[src/rtl/fifo_burst_reader_pkg.sv]
// Shared types and helpers for the FIFO burst reader: FSM state encoding and timer width.
package fifo_burst_reader_pkg;

    typedef enum logic [1:0] {
        S_IDLE  = 2'd0,
        S_BURST = 2'd1,
        S_DRAIN = 2'd2
    } state_t;

    // Bits needed to count from zero up to and including the timeout value.
    function automatic int timer_width(input int timeout);
        return (timeout < 1) ? 1 : $clog2(timeout + 1);
    endfunction

endpackage

[src/rtl/fifo_burst_reader_if.sv]
// FIFO read side plus output stream of the burst reader, bundled as one interface.
interface fifo_burst_reader_if #(
    parameter int DATA_WIDTH = 16,
    parameter int ADDR_WIDTH = 8
);
    logic                  fifo_rd_ena;
    logic [DATA_WIDTH-1:0] fifo_rd_dat;
    logic                  fifo_rd_empty;
    logic [ADDR_WIDTH:0]   fifo_dat_cnt;
    logic                  m_valid;
    logic                  m_ready;
    logic [DATA_WIDTH-1:0] m_data;
    logic                  m_first;
    logic                  m_last;
    logic [ADDR_WIDTH:0]   m_len;
    logic                  busy;

    modport master (
        output fifo_rd_ena,
        input  fifo_rd_dat, fifo_rd_empty, fifo_dat_cnt,
        output m_valid, m_data, m_first, m_last, m_len, busy,
        input  m_ready
    );

    modport slave (
        input  fifo_rd_ena,
        output fifo_rd_dat, fifo_rd_empty, fifo_dat_cnt,
        input  m_valid, m_data, m_first, m_last, m_len, busy,
        output m_ready
    );
endinterface

[src/rtl/fifo_burst_reader_timer.sv]
// burst_timeout_timer: idle-residue timer for the burst reader; built only when
// BURST_TIMEOUT_FLUSH_EN is defined.
`ifdef BURST_TIMEOUT_FLUSH_EN
module burst_timeout_timer
    import fifo_burst_reader_pkg::*;
#(
    parameter int TIMEOUT = 1023
) (
    input  logic clk,
    input  logic rst,
    input  logic i_run,
    input  logic i_clear,
    output logic o_expired
);
    localparam int TW = timer_width(TIMEOUT);
    localparam logic [TW-1:0] TIMEOUT_C = TW'(TIMEOUT);
    localparam logic [TW-1:0] ONE_C     = TW'(1'b1);

    logic [TW-1:0] r_timer;

    // Count idle cycles, saturating at the timeout so expiry stays asserted.
    always_ff @(posedge clk or posedge rst) begin
        if (rst) begin
            r_timer <= {TW{1'b0}};
        end else if (i_clear) begin
            r_timer <= {TW{1'b0}};
        end else if (i_run && (r_timer != TIMEOUT_C)) begin
            r_timer <= r_timer + ONE_C;
        end else begin
            r_timer <= r_timer;
        end
    end

    assign o_expired = (r_timer == TIMEOUT_C);
endmodule
`endif

[src/rtl/fifo_burst_reader.sv]
// fifo_burst_reader: pops fixed-length bursts from an upstream FWFT FIFO onto a valid/ready stream.
// Define BURST_TIMEOUT_FLUSH_EN to flush a partial burst after TIMEOUT idle cycles.
module fifo_burst_reader
    import fifo_burst_reader_pkg::*;
#(
    parameter int DATA_WIDTH = 16,
    parameter int ADDR_WIDTH = 8,
    parameter int BURST_LEN  = 64,
    parameter int TIMEOUT    = 1023
) (
    input  logic                clk,
    input  logic                rst,
    fifo_burst_reader_if.master bus
);
    localparam int CW = ADDR_WIDTH + 1;
    localparam logic [CW-1:0] ZERO_C      = {CW{1'b0}};
    localparam logic [CW-1:0] ONE_C       = CW'(1'b1);
    localparam logic [CW-1:0] BURST_LEN_C = CW'(BURST_LEN);

    state_t                r_state;
    logic [CW-1:0]         r_words_left;
    logic [CW-1:0]         r_m_len;
    logic                  r_first_pending;
    logic                  r_m_valid;
    logic                  r_m_first;
    logic                  r_m_last;
    logic                  r_busy;
    logic [DATA_WIDTH-1:0] r_m_data;

    logic                  w_pop;
    logic                  w_start;
    logic [CW-1:0]         w_start_len;

`ifdef BURST_TIMEOUT_FLUSH_EN
    logic w_timer_run;
    logic w_timer_clear;
    logic w_timer_expired;

    assign w_timer_run   = (r_state == S_IDLE) && !bus.fifo_rd_empty &&
                           (bus.fifo_dat_cnt < BURST_LEN_C);
    assign w_timer_clear = (r_state != S_IDLE) || bus.fifo_rd_empty || w_start;

    burst_timeout_timer #(
        .TIMEOUT (TIMEOUT)
    ) u_timeout_timer (
        .clk       (clk),
        .rst       (rst),
        .i_run     (w_timer_run),
        .i_clear   (w_timer_clear),
        .o_expired (w_timer_expired)
    );
`else
    localparam int unused_timeout = TIMEOUT;
`endif

    // Pop only inside a burst, with words owed, data present and the output slot free.
    always_comb begin
        w_pop = (r_state == S_BURST) && !bus.fifo_rd_empty &&
                (r_words_left != ZERO_C) && (!r_m_valid || bus.m_ready);
    end

    // Burst start decision in IDLE; a full burst wins over a timeout flush.
    always_comb begin
        w_start     = 1'b0;
        w_start_len = BURST_LEN_C;
        if (r_state == S_IDLE) begin
            if (bus.fifo_dat_cnt >= BURST_LEN_C) begin
                w_start     = 1'b1;
                w_start_len = BURST_LEN_C;
            end
`ifdef BURST_TIMEOUT_FLUSH_EN
            else if (w_timer_expired && !bus.fifo_rd_empty) begin
                w_start     = 1'b1;
                w_start_len = bus.fifo_dat_cnt;
            end
`endif
            else begin
                w_start     = 1'b0;
                w_start_len = BURST_LEN_C;
            end
        end else begin
            w_start     = 1'b0;
            w_start_len = BURST_LEN_C;
        end
    end

    // Burst FSM with the registered output stage.
    always_ff @(posedge clk or posedge rst) begin
        if (rst) begin
            r_state         <= S_IDLE;
            r_words_left    <= ZERO_C;
            r_m_len         <= ZERO_C;
            r_first_pending <= 1'b0;
            r_m_valid       <= 1'b0;
            r_m_first       <= 1'b0;
            r_m_last        <= 1'b0;
            r_busy          <= 1'b0;
            r_m_data        <= {DATA_WIDTH{1'b0}};
        end else begin
            case (r_state)
                S_IDLE: begin
                    if (w_start) begin
                        r_state         <= S_BURST;
                        r_m_len         <= w_start_len;
                        r_words_left    <= w_start_len;
                        r_first_pending <= 1'b1;
                        r_busy          <= 1'b1;
                    end else begin
                        r_state <= S_IDLE;
                        r_busy  <= 1'b0;
                    end
                end
                S_BURST: begin
                    if (w_pop) begin
                        r_m_data        <= bus.fifo_rd_dat;
                        r_m_valid       <= 1'b1;
                        r_m_first       <= r_first_pending;
                        r_m_last        <= (r_words_left == ONE_C);
                        r_words_left    <= r_words_left - ONE_C;
                        r_first_pending <= 1'b0;
                        r_state         <= (r_words_left == ONE_C) ? S_DRAIN : S_BURST;
                    end else if (r_m_valid && bus.m_ready) begin
                        r_m_valid <= 1'b0;
                        r_m_first <= 1'b0;
                        r_m_last  <= 1'b0;
                    end else begin
                        r_state <= S_BURST;
                    end
                end
                S_DRAIN: begin
                    // Last word must leave before the FSM can look at the fill count again.
                    if (!r_m_valid || bus.m_ready) begin
                        r_m_valid <= 1'b0;
                        r_m_first <= 1'b0;
                        r_m_last  <= 1'b0;
                        r_state   <= S_IDLE;
                        r_busy    <= 1'b0;
                    end else begin
                        r_state <= S_DRAIN;
                    end
                end
                default: begin
                    r_state   <= S_IDLE;
                    r_m_valid <= 1'b0;
                    r_m_first <= 1'b0;
                    r_m_last  <= 1'b0;
                    r_busy    <= 1'b0;
                end
            endcase
        end
    end

    assign bus.fifo_rd_ena = w_pop;
    assign bus.m_valid     = r_m_valid;
    assign bus.m_data      = r_m_data;
    assign bus.m_first     = r_m_first;
    assign bus.m_last      = r_m_last;
    assign bus.m_len       = r_m_len;
    assign bus.busy        = r_busy;
endmodule

[src/flat_wrapper.sv]
// flat-port wrapper written by rule: the top's interface ports become plain ports
module fifo_burst_reader_flat import fifo_burst_reader_pkg::*;
#(
    parameter int DATA_WIDTH = 16,
    parameter int ADDR_WIDTH = 8,
    parameter int BURST_LEN  = 64,
    parameter int TIMEOUT    = 1023
)
  (clk, rst, bus_fifo_rd_ena, bus_fifo_rd_dat, bus_fifo_rd_empty, bus_fifo_dat_cnt, bus_m_valid, bus_m_data, bus_m_first, bus_m_last, bus_m_len, bus_busy, bus_m_ready);
  fifo_burst_reader_if #(.DATA_WIDTH(DATA_WIDTH), .ADDR_WIDTH(ADDR_WIDTH)) bus_i ();
  input  logic clk;
  input  logic rst;
  output wire logic [$bits(bus_i.fifo_rd_ena)-1:0] bus_fifo_rd_ena;
  input wire logic [$bits(bus_i.fifo_rd_dat)-1:0] bus_fifo_rd_dat;
  input wire logic [$bits(bus_i.fifo_rd_empty)-1:0] bus_fifo_rd_empty;
  input wire logic [$bits(bus_i.fifo_dat_cnt)-1:0] bus_fifo_dat_cnt;
  output wire logic [$bits(bus_i.m_valid)-1:0] bus_m_valid;
  output wire logic [$bits(bus_i.m_data)-1:0] bus_m_data;
  output wire logic [$bits(bus_i.m_first)-1:0] bus_m_first;
  output wire logic [$bits(bus_i.m_last)-1:0] bus_m_last;
  output wire logic [$bits(bus_i.m_len)-1:0] bus_m_len;
  output wire logic [$bits(bus_i.busy)-1:0] bus_busy;
  input wire logic [$bits(bus_i.m_ready)-1:0] bus_m_ready;
  assign bus_fifo_rd_ena = bus_i.fifo_rd_ena;
  assign bus_i.fifo_rd_dat = bus_fifo_rd_dat;
  assign bus_i.fifo_rd_empty = bus_fifo_rd_empty;
  assign bus_i.fifo_dat_cnt = bus_fifo_dat_cnt;
  assign bus_m_valid = bus_i.m_valid;
  assign bus_m_data = bus_i.m_data;
  assign bus_m_first = bus_i.m_first;
  assign bus_m_last = bus_i.m_last;
  assign bus_m_len = bus_i.m_len;
  assign bus_busy = bus_i.busy;
  assign bus_i.m_ready = bus_m_ready;
  fifo_burst_reader #(.DATA_WIDTH(DATA_WIDTH), .ADDR_WIDTH(ADDR_WIDTH), .BURST_LEN(BURST_LEN), .TIMEOUT(TIMEOUT)) u_core (.clk(clk), .rst(rst), .bus(bus_i));
endmodule
[config.mk]
export PLATFORM = sky130hd
export DESIGN_NAME = fifo_burst_reader_flat
export DESIGN_NICKNAME = d
export VERILOG_FILES = /design/src/rtl/fifo_burst_reader_pkg.sv /design/src/rtl/fifo_burst_reader_if.sv /design/src/rtl/fifo_burst_reader_timer.sv /design/src/rtl/fifo_burst_reader.sv /design/src/flat_wrapper.sv
export SDC_FILE = /design/constraint.sdc
export NUM_CORES = 1
export LEC_CHECK = 0
export CAP_MARGIN = 20
export CORE_MARGIN = 2
export CORE_UTILIZATION = 40
export CTS_BUF_LIST = sky130_fd_sc_hd__clkbuf_4 sky130_fd_sc_hd__clkbuf_8
export CTS_CLUSTER_SIZE = 28
export DETAILED_ROUTE_END_ITERATION = 8
export GPL_ROUTABILITY_DRIVEN = 1
export PLACE_DENSITY = 0.82
export SYNTH_ARGS = -nofsm -noshare
export SYNTH_HDL_FRONTEND = slang
export SYNTH_HIERARCHICAL = 1
export SYNTH_SLANG_ARGS = --single-unit
[constraint.sdc]
create_clock -name clk -period 3.1 [get_ports clk]
set_clock_uncertainty 0.2 [all_clocks]
set_input_delay 0.31 -clock clk [delete_from_list [all_inputs] [get_ports clk]]
set_output_delay 0.31 -clock clk [all_outputs]
set_load 0.1 [all_outputs]
Word-level counts from Yosys, hierarchy flattened

Index checks and enable logic that the tools add are counted.
W data, S select, Z words.

Flip-flop bits (word level): 33
Input bits: 29
Output and inout bits: 30
Word-level logic and storage cells: 60

Add/sub/neg operators: 1
Magnitude comparators: 1
Equality and inequality tests: 8
Mux-type cells: 24
Bitwise operators: 2
Reductions and logical operators: 15

Operators by type and width:

| kind                  | number |
|---|---|
| $mux W9               | 2 |
| $pmux W9 S2           | 1 |
| $pmux W1 S3           | 4 |
| $mux W1               | 11 |
| $eq A9 B1 Y1 const B  | 1 |
| $ge A9 B7 Y1 const B  | 1 |
| $reduce_bool A9 Y1    | 1 |
| $sub A9 B1 Y9 const B | 1 |
| $mux W2               | 4 |
| $ne A3 B3 Y1 const B  | 2 |
| $pmux W2 S3           | 1 |
| $reduce_and A2 Y1     | 3 |
| $reduce_and A3 Y1     | 2 |
| $logic_and A1 B1 Y1   | 4 |
| $ne A2 B1 Y1 const B  | 2 |
| $eq A2 B1 Y1 const B  | 1 |
| $eq A2 B2 Y1 const B  | 1 |
| $logic_not A1 Y1      | 2 |
| $logic_not A2 Y1      | 1 |
| $ne A2 B2 Y1 const B  | 1 |
| $not A1 Y1            | 2 |
| $pmux W1 S2           | 1 |
| $reduce_bool A2 Y1    | 1 |
| $logic_or A1 B1 Y1    | 1 |

Depth between registers and ports, before layout

Gate-level depths: netlist of the first run.

Depth after elaboration: 6
Depth in mapped cells: 10
Mapped depth without buffers: 7

Worst setup path before layout of the first run

No wires, ideal clock.

Kind: flip-flop to flip-flop
Start point: register u_core.r_m_valid, in the netlist u_core/bus.m_valid
End point: register u_core.r_m_data[0], in the netlist u_core/bus.m_data[0]
Data arrival time: 2.299 ns
Required time: 2.774 ns
Setup slack: 0.475 ns
Cell stages (with the launch flop): 8
Buffers on the path: 2
Clock period less this slack: 2.625 ns
Path through: dfrtp_1 > nor2b_1 > or3_1 > a21o_1 > buf_6 > inv_6 > buf_12 > mux2_4

Longest elaborated chain between the ends: 4

RTL lines:

| what                               | line                     | source |
|---|---|---|
| start, declared                    | fifo_burst_reader.sv:24  | `logic r_m_valid;` |
| start signal, assigned             | fifo_burst_reader.sv:94  | `r_m_valid <= 1'b0;` |
| start signal, assigned             | fifo_burst_reader.sv:116 | `r_m_valid <= 1'b1;` |
| start signal, assigned             | fifo_burst_reader.sv:123 | `r_m_valid <= 1'b0;` |
| $logic_not A1 Y1                   | fifo_burst_reader.sv:59  | `(r_words_left != ZERO_C) && (!r_m_valid \|\| bus.m_ready);` |
| $logic_or A1 B1 Y1                 | fifo_burst_reader.sv:59  |  |
| $logic_and A1 B1 Y1                | fifo_burst_reader.sv:59  |  |
| named net bus_fifo_rd_ena          | flat_wrapper.sv:13       | `output wire logic [$bits(bus_i.fifo_rd_ena)-1:0] bus_fifo_rd_ena;` |
| $reduce_and A2 Y1 (no source line) | -                        |  |
| end signal, assigned               | fifo_burst_reader.sv:98  | `r_m_data <= {DATA_WIDTH{1'b0}};` |
| end signal, assigned               | fifo_burst_reader.sv:115 | `r_m_data <= bus.fifo_rd_dat;` |
| end, declared                      | fifo_burst_reader.sv:28  | `logic [DATA_WIDTH-1:0] r_m_data;` |

The timed path passes the listed nets, and every way through them passes these cells.
A chain may end at the register's enable or synchronous reset.

Worst setup path after layout of the first run

Start point: register u_core.r_words_left[0]
End point: output bus_fifo_rd_ena

Longest elaborated chain between the ends: 3

RTL lines:

| what                   | line                     | source |
|---|---|---|
| start, declared        | fifo_burst_reader.sv:21  | `logic [CW-1:0] r_words_left;` |
| start signal, assigned | fifo_burst_reader.sv:105 | `r_words_left <= w_start_len;` |
| start signal, assigned | fifo_burst_reader.sv:119 | `r_words_left <= r_words_left - ONE_C;` |
| $reduce_bool A9 Y1     | fifo_burst_reader.sv:59  |  |
| $logic_and A1 B1 Y1    | fifo_burst_reader.sv:58  | `w_pop = (r_state == S_BURST) && !bus.fifo_rd_empty &&` |
| $logic_and A1 B1 Y1    | fifo_burst_reader.sv:59  |  |
| end, declared          | flat_wrapper.sv:13       |  |

No other way between the ends.

==> results of run 1 <==
[cell families after synthesis]
logic type               Yosys count  share of synthesized area [%]
AND/OR/NAND/NOR                   47                           16.3
flip-flops                        33                           50.3
AO/OA/AOI/OAI                     23                           9.15
multiplexers                      18                           14.0
buffers and inverters             16                           7.70
adder cells (fa/ha/maj)            3                           2.29
other                              1                          0.228
[per-stage QoR]
step	instance area, um2	hold slack (ns)	util [%]
after floorplan	1670	0.239	-
after global placement	2030	0.255	51.2
after detailed placement	2030	0.262	51.2
after CTS	2150	0.219	54.2
after global routing	2150	0.290	54.2
final	2150	0.213	54.2
[layer usage]
metal  track usage, %  part of all wire [%]  up-vias
met1             19.1                    45      569
met5                0                     0        -
met4             9.25                   1.9        0
met2             22.2                    48       44
met3             3.95                   5.7        5
li1                 -                     -      582
[path summary, 6_finish.rpt]
path / from / end / slack, ns / cells after the start
worst min register to register: u_core/r_first_pending / u_core/r_first_pending / 0.28 / 1
min in group clk: u_core/r_first_pending / u_core/r_first_pending / 0.28 / 1
worst min-delay path: rst / u_core/bus.m_data[4] / 0.21 / 3
worst max register to register: u_core/r_words_left[0] / u_core/bus.m_data[12] / 0.73 / 7
max in group asynchronous: rst / u_core/bus.m_data[9] / 2.19 / 3
worst max-delay path: u_core/r_words_left[0] / bus_fifo_rd_ena / 0.37 / 7
[sequential cells by signal (all words and copies together), names as in the netlist]
| name | flops |
|---|---|
| u_core/bus.m_data | 16 |
| u_core/bus.m_len | 1 |
| u_core/r_state | 2 |
| u_core/r_first_pending | 1 |
| u_core/bus.m_first | 1 |
| u_core/bus.busy | 1 |
| u_core/bus.m_valid | 1 |
| u_core/r_words_left | 9 |
| u_core/bus.m_last | 1 |
[placed cells by master (no fill, tap or decap), drive strengths merged, types with 2 or more instances in the layout]
master / count
a21o: 3
a21oi: 7
and2: 3
buf: 23
clkbuf: 7
clkdlybuf4s50: 22
conb: 8
dfrtp: 33
ha: 3
inv: 5
mux2: 16
mux2i: 2
nand2: 10
nand2b: 6
nand3: 2
nand4: 2
nor2: 4
nor2b: 4
nor3: 4
nor4: 2
o211ai: 2
o21ai: 4
o31ai: 2
or3: 4
or4: 2
[worst max-delay path, cell delays in order (launching register included)]
cell and delay, ns:
dfrtp_1 0.42, inv_1 0.12, ha_1 0.19, nor2b_1 0.19, and2_1 0.27, a21o_1 0.37, inv_6 0.16, buf_12 0.20
[cell type report]
| type | count | area share (%) |
|---|---|---|
| clock inverters | 1 | 1.39 |
| well taps | 50 | 2.91 |
| repair buffers | 45 | 18.8 |
| inverters | 5 | 1.10 |
| flip-flops and latches | 33 | 38.3 |
| clock buffers | 7 | 4.18 |
| multi-input cells | 99 | 33.2 |
==> out/results.tsv, run 1 <==
metric	value	unit
status	complete, no violations	
yosysUniqueCellTypes	37	
drv_slew	0	
dieArea	0.00463	mm2
yosysTopAreaCell	dfrtp_1	
place_ws	0.532	ns
slew_headroom	37.4	%
grt_pass1_wl	5010	um
period_minus_slack	2.73	ns
drt_pass1_iterations	4	
fin_crit_sh	88.0	%
setup_viol	0	
grt_pass1_vias	1126	
core-area	0.00397	mm2
viasPerCell	5.00	
post-synth-top-count-cell	dfrtp_1	
clockBufferDepth	2	
post-dp-hpwl	2260	um
grt_overflow	0	
ant_nets	0	
antenna_cells	0	
syn_area	0.00164	mm2
route.detailed.drc	0	
postCtsHoldBufs	0	
vias	1200	
cts_buffers	5	
final_nets	221	
hold_violations	0	
num_io_pins	59	
fin_cells	240	
io_buffers	44	
yosys-top-cells-area	dfrtp_1 50%, mux2_4 7.3%, mux2_2 5.5%, buf_4 3.7%, ha_1 2.3%	
syn_avg_cell_area	11.6	um2
dr.first_iter.drc_count	42	
synth_edf_count	0	
startpoint_type	flop	
placementRows	23	
cts_sinks	33	
wl	3170	um
seq_area	826	um2
n_fill_cell	358	
cp.arrival	2.22	ns
start_util	41.3	%
cp_max_fo	18	
cts.clk_slew.worst_paths	0.07	ns
end_kind	output port	
ys.flop_type	dfrtp_1	
holdCritPathClass	primary input to async pin	
tightest_slew	0.932	ns
setup.worst_path.class	flop to output port	
max_freq	367	MHz
antenna_found_initial	0	
synth_common_cells	33 x dfrtp_1, 10 x nand2_1, 8 x buf_4, 8 x mux2_2, 8 x mux2_4	
fp.dieH	68.1	um
grt_max_degree	34	
cts_tree	built	
cp.required	2.59	ns
clockRootBuffer	clkbuf_8	
clock_latency	0.29	ns
drv_cap	0	
ys_seq_elements	33	
multi_input_area	716	um2
rsz0062_at_grt	no	
area_growth	31.2	%
wl_per_cell	13.2	um
cts_setup_buffers	0	
yosysTopAreaCellShare	50.3	%
yosysSeqAreaShare	50.3	%
h-tree-depth	2	
synthArstFlopShare	100	%
layout-drive-gt1-share	26.3	%
yosys_warnings	6	
routabilityCongestion	0.829	
cts_resized	0	
fin_ws	0.373	ns
gr-usage-all-layers	14.9	%
dp.cells	232	
die_w	68.1	um
setup_tns	0	ns
postSynthCellCount	141	
Power of run 1 is not shown: default switching activity piles up to over one toggle a cycle in this logic, so the estimate is an artifact.
==> inputs of run 2 (changes only) <==
--- a/config.mk
+++ b/config.mk
@@ -9,10 +9,11 @@
 export CORE_MARGIN = 2
 export CORE_UTILIZATION = 40
 export CTS_BUF_LIST = sky130_fd_sc_hd__clkbuf_4 sky130_fd_sc_hd__clkbuf_8
-export CTS_CLUSTER_SIZE = 28
+export CTS_CLUSTER_SIZE = 8
 export DETAILED_ROUTE_END_ITERATION = 8
 export GPL_ROUTABILITY_DRIVEN = 1
 export PLACE_DENSITY = 0.82
+export SLEW_MARGIN = 40
 export SYNTH_ARGS = -nofsm -noshare
 export SYNTH_HDL_FRONTEND = slang
 export SYNTH_HIERARCHICAL = 1
==> run 2 against run 1 <==
  * Critical path depth unchanged
  * Non-clock buffer count unchanged
  * Final area increased by 0.23%
  * Utilization increased by 0.13 points
  * Worst hold slack about the same
  * Cell count unchanged
  * Via count increased by 0.33%
  * First-iteration DRC count unchanged
  * Worst setup slack got worse by 0.0011 ns
  * Register-to-register slack about the same
  * Fmax about the same
==> out/results.tsv, run 2 (synthesized netlist as in run 1, its figures left out) <==
metric	value	unit	change
slew_headroom	61.2	%	+24 points
dr.first_iter.drc_count	42		unchanged
cts.clk_slew.worst_paths	0.07	ns	about the same
status	complete, no violations		
cts_setup_buffers	0		unchanged
routabilityCongestion	0.829		unchanged
startpoint_type	flop		
area_growth	31.5	%	
num_io_pins	59		unchanged
cts_sinks	33		unchanged
crit_family	buffers and inverters		
max_freq	367	MHz	about the same
postLayoutCellArea	0.00216	mm2	+0.23%
drv_cap	0		unchanged
tightest_slew	0.577	ns	-0.355 ns
worst_path_max_delay_cell	dfrtp_1		
grt_overflow	0		unchanged
post-dp-hpwl	2260	um	unchanged
r2r-start	u_core/r_words_left[0]		
clockBufferDepth	2		unchanged
grt_max_degree	34		unchanged
fin_ws	0.372	ns	-0.00108 ns
crit_chain	inv_1, ha_1, nor2b_1, and2_1, a21o_1, inv_6, buf_12		
drv_slew	0		unchanged
rsz0062_at_grt	no		
startpoint	u_core/r_words_left[0]		
dpl_cell_area	0.00203	mm2	unchanged
drt_pass1_iterations	4		unchanged
setup_viol	0		unchanged
slowest_delay	0.42	ns	about the same
cp.required	2.59	ns	about the same
ant_nets	0		unchanged
layout-drive-gt1-share	26.8	%	+0.53 points
wl	3200	um	+0.82%
cp_max_fo	18		unchanged
end_kind	output port		
fin_crit_sh	88.0	%	about the same
setup.worst_path.class	flop to output port		
route.detailed.drc	0		unchanged
place_ws	0.532	ns	unchanged
die_w	68.1	um	unchanged
period_minus_slack	2.73	ns	+0.00108 ns
start_util	41.3	%	unchanged
whs	0.212	ns	-0.000120 ns
cts_tree	built		
antenna_cells	0		unchanged
dieArea	0.00463	mm2	unchanged
fp.dieH	68.1	um	unchanged
clock_latency	0.29	ns	about the same
cts_buffers	5		unchanged
h-tree-depth	2		unchanged
clockRootBuffer	clkbuf_8		
cp.arrival	2.22	ns	about the same
viasPerCell	5.02		+0.33%
io_buffers	44		unchanged
largest_reg_flops	16		unchanged
grt_pass1_wl	5010	um	unchanged
grt_pass1_vias	1126		unchanged
setup_tns	0	ns	unchanged
final_nets	221		unchanged
vias	1204		+0.33%
placementRows	23		unchanged
core-area	0.00397	mm2	unchanged
hold_violations	0		unchanged
antenna_found_initial	0		unchanged
mostFrequentLayoutCells	33 x dfrtp_1, 22 x clkdlybuf4s50_1, 22 x buf_4		
wl_per_cell	13.3	um	+0.82%
final_common_cell	dfrtp_1		
path_buf_inv	3		unchanged
holdCritPathClass	primary input to async pin		
cts_resized	0		unchanged
postCtsHoldBufs	0		unchanged
gr-usage-all-layers	14.9	%	unchanged
run 2: changes by cell type in the layout (fill, tap and decap cells not counted):
cell | previous run | this run
nor3_1 | 4 | 3
nor3_2 | 0 | 1
run 2: layer usage:
| layer | GRT usage, % | vias to the layer above | part of all wire [%] |
|---|---|---|---|
| met2 | 22.2 | 39 | 49 |
| met4 | 9.25 | 0 | 1.8 |
| met5 | 0 | - | 0 |
| li1 | - | 580 | - |
| met3 | 3.95 | 5 | 5.5 |
| met1 | 19.1 | 580 | 44 |
run 2: worst paths after layout:
path | to | slack [ns] | cells after the start
min in group clk | u_core/r_first_pending | 0.28 | 1
worst max register to register | u_core/bus.m_data[12] | 0.73 | 7
worst min-delay path | u_core/bus.m_data[4] | 0.21 | 3
worst max-delay path | bus_fifo_rd_ena | 0.37 | 7
worst min register to register | u_core/r_first_pending | 0.28 | 1
max in group asynchronous | u_core/r_words_left[4] | 2.18 | 3
run 2: worst reg2reg max path: cells and delay by family (launching register included):
family / cells / cell delay [ns]
AND/OR/NAND/NOR: 2 / 0.46
AO/OA/AOI/OAI: 1 / 0.38
buffers and inverters: 2 / 0.27
adder cells (fa/ha/maj): 1 / 0.19
multiplexers: 1 / 0.34
flip-flops: 1 / 0.42
run 2: area by class of cell:
cell class                      count  area (um2)
Timing Repair Buffer               45         405
Sequential cell                    33         826
Clock buffer                        7        90.1
Tap cell                           50        62.6
Multi-Input combinational cell     99         721
Inverter                            5        23.8
Fill cell                         359        1810
Clock inverter                      1        30.0
run 2: metrics by stage:
stage / std cells / utilization (%)
final: 240 / 54.3
after global routing: 240 / 54.3
after CTS: 240 / 54.2
after detailed placement: 232 / 51.2
after global placement: 232 / 51.2
after floorplan: 148 / -
Power of run 2 is left out for the same reason.
==> inputs of run 3 (changes only) <==
--- a/config.mk
+++ b/config.mk
@@ -6,13 +6,15 @@
 export NUM_CORES = 1
 export LEC_CHECK = 0
 export CAP_MARGIN = 20
+export CELL_PAD_IN_SITES_DETAIL_PLACEMENT = 0
+export CELL_PAD_IN_SITES_GLOBAL_PLACEMENT = 2
 export CORE_MARGIN = 2
-export CORE_UTILIZATION = 40
+export CORE_UTILIZATION = 28
 export CTS_BUF_LIST = sky130_fd_sc_hd__clkbuf_4 sky130_fd_sc_hd__clkbuf_8
 export CTS_CLUSTER_SIZE = 8
 export DETAILED_ROUTE_END_ITERATION = 8
 export GPL_ROUTABILITY_DRIVEN = 1
-export PLACE_DENSITY = 0.82
+export PLACE_DENSITY = 0.9
 export SLEW_MARGIN = 40
 export SYNTH_ARGS = -nofsm -noshare
 export SYNTH_HDL_FRONTEND = slang
==> run 3 against run 2 <==
  * Final area increased by 0.29%
  * Die area is 40% higher
  * Via count shrank 1.5%
  * Fmax up 2.2%
  * Critical path depth is the same
  * Highest routed layer unchanged
  * Utilization decreased by 16 points
  * Critical endpoint unchanged
  * Flip-flop and latch count stayed put
  * Cell count increased by 9.6%
==> out/results.tsv, run 3 (synthesized netlist as in run 1, its figures left out) <==
metric	value	unit	change
num_io_pins	59		unchanged
cts_resized	0		unchanged
cp.arrival	2.16	ns	-0.06 ns
setup_tns	0	ns	unchanged
max_freq	375	MHz	+2.2%
cts_setup_buffers	0		unchanged
wl_met1	1510	um	+8.1%
wl_met2	1610	um	+2.9%
cts_tree	built		
vias	1186		-1.5%
gr-usage-all-layers	11.4	%	-3.5 points
dpl_cell_area	0.00207	mm2	+2.0%
startpoint_type	flop		
met3WireLength	170	um	-4.0%
cts_buffers	5		unchanged
place_ws	0.533	ns	+0.00120 ns
antenna_found_initial	0		unchanged
wl_per_cell	12.7	um	-4.9%
layout-drive-gt1-share	27.2	%	+0.38 points
routabilityCongestion	0.758		-8.5%
cts_sinks	33		unchanged
cp_max_fo	18		unchanged
largest_reg_flops	16		unchanged
drv_cap	0		unchanged
placementRows	27		+17%
dp.cells	255		+9.9%
final_nets	222		+0.45%
fin_crit_sh	86.1	%	-1.9 points
fin_ws	0.431	ns	+0.0589 ns
postCtsHoldBufs	0		unchanged
area_growth	31.9	%	
hold_violations	0		unchanged
tightest_slew	0.683	ns	+0.107 ns
drv_slew	0		unchanged
end_kind	output port		
antenna_cells	0		unchanged
dr.first_iter.drc_count	35		-17%
clock_latency	0.27	ns	-0.02 ns
setup.worst_path.class	flop to output port		
grt_pass1_wl	5520	um	+10%
grt_pass1_vias	1189		+5.6%
setup_viol	0		unchanged
postLayoutCellArea	0.00216	mm2	+0.29%
status	complete, no violations		
core-area	0.00557	mm2	+40%
mostFrequentLayoutCells	33 x dfrtp_1, 23 x buf_4, 22 x clkdlybuf4s50_1		
cts.clk_slew.worst_paths	0.07	ns	about the same
rsz0062_at_grt	no		
n_fill_cell	577		+61%
period_minus_slack	2.67	ns	-0.0589 ns
post-dp-hpwl	2550	um	+13%
clockRootBuffer	clkbuf_8		
dieArea	0.00649	mm2	+40%
holdCritPathClass	primary input to async pin		
wl	3330	um	+4.2%
route.detailed.drc	0		unchanged
drt_pass1_iterations	4		unchanged
top_layer	met4		
final_common_cell	dfrtp_1		
multi_input_area	721	um2	unchanged
cp.required	2.59	ns	about the same
viasPerCell	4.51		-10%
die_w	80.6	um	+18%
grt_max_degree	20		-41%
h-tree-depth	2		unchanged
ant_nets	0		unchanged
io_buffers	44		unchanged
grt_overflow	0		unchanged
fp.dieH	80.6	um	+18%
fin_cells	263		+9.6%
clockBufferDepth	2		unchanged
seq_area	826	um2	unchanged
start_util	29.5	%	-12 points
slew_headroom	54.2	%	-7.1 points
[run 3: worst paths after layout]
| check | startpoint | end | slack (ns) | cells after the start |
|---|---|---|---|---|
| worst max-delay path | u_core/r_words_left[0] | bus_fifo_rd_ena | 0.43 | 7 |
| worst min-delay path | rst | u_core/bus.m_data[10] | 0.16 | 2 |
| worst max register to register | u_core/r_words_left[0] | u_core/bus.m_data[10] | 0.78 | 7 |
| worst min register to register | u_core/bus.m_len[6] | u_core/bus.m_len[6] | 0.27 | 1 |
| max in group asynchronous | rst | u_core/r_first_pending | 2.02 | 3 |
| min in group clk | u_core/bus.m_len[6] | u_core/bus.m_len[6] | 0.27 | 1 |
[run 3: worst max-delay path, stage by stage (launching register included)]
cell,delay [ns]
dfrtp_1,0.42
inv_1,0.11
ha_1,0.19
nor2b_1,0.16
and2_1,0.26
a21o_1,0.37
inv_6,0.16
buf_12,0.20
[run 3: layout make-up]
type,instances,share of cell area (%)
flip-flops and latches,33,38.2
clock buffers,7,3.87
well taps,72,4.16
clock inverters,1,0.347
multi-input cells,99,33.3
inverters,5,1.10
repair buffers,46,19.1
[run 3: layer usage]
metal / GRT usage [%] / up-vias
met3: 3.82 / 4
met2: 17.8 / 28
met4: 4.24 / 0
li1: - / 584
met5: 0 / -
met1: 14.6 / 570
[run 3: metrics by stage]
step / hold slack [ns] / utilization, %
final: 0.162 / 38.8
after global routing: 0.189 / 38.8
after CTS: 0.277 / 38.8
after detailed placement: 0.258 / 37.2
after global placement: 0.259 / 37.1
after floorplan: 0.239 / -
Power of run 3 is left out for the same reason.
